===== config.mk =====
export PLATFORM = sky130hd
export DESIGN_NAME = button_int_source
export DESIGN_NICKNAME = d
export VERILOG_FILES = /design/src/rtl/button_int_source.sv
export SDC_FILE = /design/constraint.sdc
export NUM_CORES = 1
export LEC_CHECK = 0
export BUFFER_PORTS_ARGS = -buffer_cell sky130_fd_sc_hd__buf_4
export CAP_MARGIN = 20
export CORE_AREA = 2 2 48 50
export DETAILED_ROUTE_END_ITERATION = 8
export DIE_AREA = 0 0 50 52
export GPL_TIMING_DRIVEN = 0
export PLACE_DENSITY_LB_ADDON = 0.08
export SETUP_SLACK_MARGIN = 0.2
export SKIP_LAST_GASP = 1
export SLEW_MARGIN = 0
export SYNTH_ARGS = -nofsm -noshare
export SYNTH_HDL_FRONTEND = slang
export SYNTH_SLANG_ARGS = --single-unit

===== constraint.sdc =====
create_clock -name clk -period 1.7 [get_ports clk]
set_input_delay 0.255 -clock clk [delete_from_list [all_inputs] [get_ports clk]]
set_output_delay 0.255 -clock clk [all_outputs]
set_load 0.1 [all_outputs]

===== src/rtl/button_int_source.sv =====
// rtl/button_int_source.sv - debounced push-button interrupt source with one-hot CPU request handshake
//
// Ports:
//   clk             in   system clock, all state on posedge
//   rst             in   synchronous active-high reset
//   btn_n[3:0]      in   raw active-low buttons, asynchronous to clk; bit 3 has highest priority
//   cpu_int_state   in   high while the CPU is running a button handler
//   buttons_pressed out  registered one-hot (or zero) interrupt request
//   pending[3:0]    out  registered view of latched presses not yet serviced
//
// Build option: BTN_DEBOUNCE_EN
//   defined   - each stable level changes only after DEBOUNCE_CYCLES consecutive differing samples
//   undefined - stable level is the synchronized sample one cycle later; no counters, parameter unused

module button_int_source #(
    parameter logic [19:0] DEBOUNCE_CYCLES = 20'd500000
) (
    input  logic       clk,
    input  logic       rst,
    input  logic [3:0] btn_n,
    input  logic       cpu_int_state,
    output logic [3:0] buttons_pressed,
    output logic [3:0] pending
);

    typedef enum logic [1:0] {
        S_IDLE    = 2'd0,
        S_REQ     = 2'd1,
        S_SERVICE = 2'd2
    } state_t;

    logic [3:0] sync1_q;
    logic [3:0] sync2_q;
    logic [3:0] sample;
    logic [3:0] stable_q;
    logic [3:0] stable_d;
    logic [3:0] prev_q;
    logic [3:0] prev_d;
    logic [3:0] rise;
    logic [1:0] init_q;
    logic       init_active;

    state_t     state_q;
    state_t     state_d;
    logic [1:0] sel_q;
    logic [1:0] sel_d;
    logic [3:0] pending_q;
    logic [3:0] pending_d;
    logic [3:0] bp_q;
    logic [3:0] bp_d;
    logic [3:0] clr;

    function automatic logic [1:0] prio_idx(input logic [3:0] p);
        if (p[3])      return 2'd3;
        else if (p[2]) return 2'd2;
        else if (p[1]) return 2'd1;
        else           return 2'd0;
    endfunction

    function automatic logic [3:0] onehot(input logic [1:0] idx);
        return 4'(4'b0001 << idx);
    endfunction

    // The synchronizers reset to 0, which reads as "pressed" after inversion.
    // For the first three edges after reset (until the synchronizer holds real
    // button data) the stable and previous levels are loaded directly from the
    // sample, so a button held through reset is taken as the starting level and
    // produces no press until it is released and pressed again.
    assign sample      = ~sync2_q;
    assign init_active = (init_q != 2'd3);

`ifdef BTN_DEBOUNCE_EN
    logic [19:0] cnt_q [4];
    logic [19:0] cnt_d [4];

    always_comb begin
        stable_d = stable_q;
        for (int i = 0; i < 4; i++) begin
            cnt_d[i] = 20'd0;
            if (init_active) begin
                stable_d[i] = sample[i];
            end else if (sample[i] != stable_q[i]) begin
                if (cnt_q[i] == DEBOUNCE_CYCLES - 20'd1) begin
                    stable_d[i] = sample[i];
                end else begin
                    cnt_d[i] = cnt_q[i] + 20'd1;
                end
            end
        end
    end

    always_ff @(posedge clk) begin
        for (int i = 0; i < 4; i++) begin
            if (rst) cnt_q[i] <= 20'd0;
            else     cnt_q[i] <= cnt_d[i];
        end
    end
`else
    logic unused_cfg;
    assign unused_cfg = ^DEBOUNCE_CYCLES;

    always_comb begin
        stable_d = sample;
    end
`endif

    assign prev_d = init_active ? stable_d : stable_q;
    assign rise   = stable_q & ~prev_q;

    always_comb begin
        state_d = state_q;
        sel_d   = sel_q;
        clr     = 4'b0000;
        case (state_q)
            S_IDLE: begin
                if ((pending_q != 4'b0000) && !cpu_int_state) begin
                    sel_d   = prio_idx(pending_q);
                    state_d = S_REQ;
                end
            end
            S_REQ: begin
                if (cpu_int_state) begin
                    clr     = onehot(sel_q);
                    state_d = S_SERVICE;
                end
            end
            S_SERVICE: begin
                if (!cpu_int_state) state_d = S_IDLE;
            end
            default: state_d = S_IDLE;
        endcase
        // A new rise on the bit being acknowledged wins over the clear.
        pending_d = (pending_q & ~clr) | rise;
        bp_d      = (state_d == S_REQ) ? onehot(sel_d) : 4'b0000;
    end

    always_ff @(posedge clk) begin
        if (rst) begin
            sync1_q   <= 4'b0000;
            sync2_q   <= 4'b0000;
            stable_q  <= 4'b0000;
            prev_q    <= 4'b0000;
            init_q    <= 2'd0;
            state_q   <= S_IDLE;
            sel_q     <= 2'd0;
            pending_q <= 4'b0000;
            bp_q      <= 4'b0000;
        end else begin
            sync1_q   <= btn_n;
            sync2_q   <= sync1_q;
            stable_q  <= stable_d;
            prev_q    <= prev_d;
            if (init_active) init_q <= init_q + 2'd1;
            state_q   <= state_d;
            sel_q     <= sel_d;
            pending_q <= pending_d;
            bp_q      <= bp_d;
        end
    end

    assign buttons_pressed = bp_q;
    assign pending         = pending_q;

endmodule

==> results_dict.tcl <==
set metrics [dict create \
    dr.pass1.iters 4 \
    num-nets-final 136 \
    cts_hold_buf 0 \
    run_status "finished clean" \
    cts-root-buf "clkbuf_4" \
    cts_buffer_depth 2 \
    layout_setup_ws_ps 321.7 \
    setup_viol 0 \
    finalHoldViolCount 0 \
    final_cells 156 \
    drtIter0Drc 10 \
    cap_violations 0 \
    n_antenna_cell 0 \
    synth_most_common_cell "dfxtp_1" \
    grt_pass1_wl_um 3036 \
    clk_pin_slew_worst_paths_ps 90 \
    ys.warnings.count 0 \
    ant_nets 0 \
    overflow 0 \
    worstHoldStart "btn_n[2]" \
    insertion_delay_ps 320 \
    critPathKind "flip-flop to flip-flop" \
    required_ps 1910 \
    clkPwrFrac 0.347 \
    fillers 191 \
    synth.top_cell.area_share 0.5714 \
    syn_inst 108 \
    yosysUniqueCellTypes 26 \
    synthArstFlopShare 0 \
    drive_gt1_frac 0.2109 \
    reg2regPathDepth 4 \
    synth_top_flop_cell "dfxtp_1" \
    endpoint_kind "flip-flop" \
    reg2reg_slack_ps 320 \
    hold_class "input pin to flip-flop" \
    drc 0 \
    die-height_um 52 \
    grt_max_degree 11 \
    tightest_slew_ps 569.8 \
    post_cts_resized 0 \
    tns_ps 0 \
    clkSinkCount 30 \
    placementRows 17 \
    min_period_over_period 0.8108 \
    synth_fp_nets 116 \
    fin_hold_ws_ps 139.6 \
    fin_skew_ps 13.78 \
    grt_pass1_vias 716 \
    place.gp.congestion 0.8337 \
    slowest_delay_ps 330 \
    ys_ff_latch 30 \
    start_util 0.4991 \
    yosys.area.top_type "dfxtp_1" \
    syn_to_final_growth_pct 20.83 \
    p_sw_frac 0.2725 \
    power_frac_comb 0.169 \
    power.leakage_nw 0.5081 \
    cts_setup_buffers 0 \
    timing.rr.end "buttons_pressed[0]" \
    dp_slack_ps 309.0 \
    syn_area_um2 1051 \
    fmax_ghz 0.7255 \
    hold_end "sync1_q[2]" \
    slew_headroom 0.6153 \
    die_area_um2 2600 \
    irDropWorstVdd_v 0.0008476 \
    power.density_nw_per_um2 1297 \
    cts_tree "built" \
    synth-edff-count 0 \
    seq_area_um2 605.6 \
    ys_seq_area_frac 0.5714 \
    core_um2 2106 \
    critPathMaxFanout 9 \
    internal_power_mw 1.198 \
    period_needed_ps 1378 \
    utilization 0.6031 \
    critPathSlowestCell "or3_4" \
    multi_input_area_um2 420.4 \
    syn_avg_cell_area_um2 9.732 \
    pwr-share-seq 0.484 \
    die_w_um 50 \
    maxSlewViolCount 0 \
    synth_area_leaders "dfxtp_1 (57%), nor2_1 (7.5%), nor2b_1 (6.0%)" \
    port_buffers 13 \
    routed_via_density 5.051 \
    totalPowerFinal_mw 1.647 \
    place_inst 149 \
    startpoint_type "flip-flop" \
    worstPathCellList "buf_6, or3_4, o21a_1, a2111oi_2" \
    power_switching_mw 0.4488 \
    dpl-instance-area_um2 1189 \
    grt_usage 0.1654 \
    cp.arrival_ps 1590 \
    wl_per_cell_um 11.60 \
    synthTopCellsByCount "dfxtp_1 (30), nor2_1 (21), a21oi_1 (11)" \
    antenna_found_initial 0 \
    fin_area_um2 1270 \
    regToRegStartpoint "state_q[0]" \
    ios 15 \
    min_path_cells 2 \
    drt-total-wl_um 1810 \
    dpl.hpwl_um 1300 \
    h-tree-depth 2 \
    numCtsBuffers 5 \
    vias 788 \
    rsz0062_at_grt "no" \
]
kinds of logic (layout without fill, tap and decap cells):
logic type | after synthesis | count (layout) | synth area share
buffers and inverters | 6 | 26 | 0.02856
xor gates and xnor gates | 2 | 2 | 0.01667
and+or+nand+nor | 45 | 45 | 0.2298
adders and majority gates | 1 | 1 | 0.01190
AOI/OAI and AO/OA | 23 | 23 | 0.1321
muxes | 1 | 1 | 0.009524
DFF | 30 | 30 | 0.5714
area by class of cell:
cell class	instances	share of cell area
buffer	5	0.02069
clock buffer	6	0.04039
clock inverter	1	0.02365
inverter	1	0.002956
multi-input combinational	72	0.3310
sequential	30	0.4768
tap	28	0.02759
timing repair buffer	13	0.07685
sequential cells by signal, summed over array words and instances, names as in the netlist:
signal,flops
buttons_pressed,4
init_q,2
pending,4
prev_q,4
sel_q,2
stable_q,4
state_q,2
sync1_q,4
sync2_q,4
cells in the final DEF (no fill, tap or decap), drive strengths merged:
master   count
mux2i        1
nor2        21
nand4b       1
or2b         1
nand4bb      1
bufinv       1
xor2         1
nor2b       10
a311oi       1
xnor2        1
o311ai       1
a21oi       11
or4          1
nor3         3
a221oi       1
ha           1
inv          1
buf         14
nor3b        1
clkbuf      10
o21ai        7
a2111oi      1
dfxtp       30
o21a         1
nand2b       4
or3          2
per-layer routing:
metal / GRT usage / routed length (µm) / vias up
met5: 0 / 0 / -
met4: 0.08333 / 17 / 0
met3: 0.08621 / 80 / 2
met2: 0.2588 / 905 / 16
met1: 0.1832 / 806 / 367
li1: - / - / 403
how the worst max path moves through the flow:
stage	slack, ps	start	endpoint	depth (start not counted)
CTS	300	state_q[0]	buttons_pressed[0]	4
global placement	320	cpu_int_state	buttons_pressed[0]	4
floorplan	260	pending[1]	sel_q[0]	3
finish	320	state_q[0]	buttons_pressed[0]	4
detailed placement	310	cpu_int_state	buttons_pressed[0]	4
global route	270	state_q[0]	buttons_pressed[0]	4
power by group through the flow:
stage	registers [mW]	logic [mW]	clock network, mW
finish	0.797	0.278	0.572
global placement	0.811	0.271	0
floorplan	0.898	0.129	0
detailed placement	0.814	0.279	0
CTS	0.797	0.281	0.579
global route	0.804	0.305	0.615
worst max-delay path, delay by kind of cell (launching register included):
kind | cells | cell delay, ps
AOI/OAI and AO/OA | 2 | 490
buffers and inverters | 1 | 130
DFF | 1 | 320
and+or+nand+nor | 1 | 330
(Power assumes the default switching activity.)
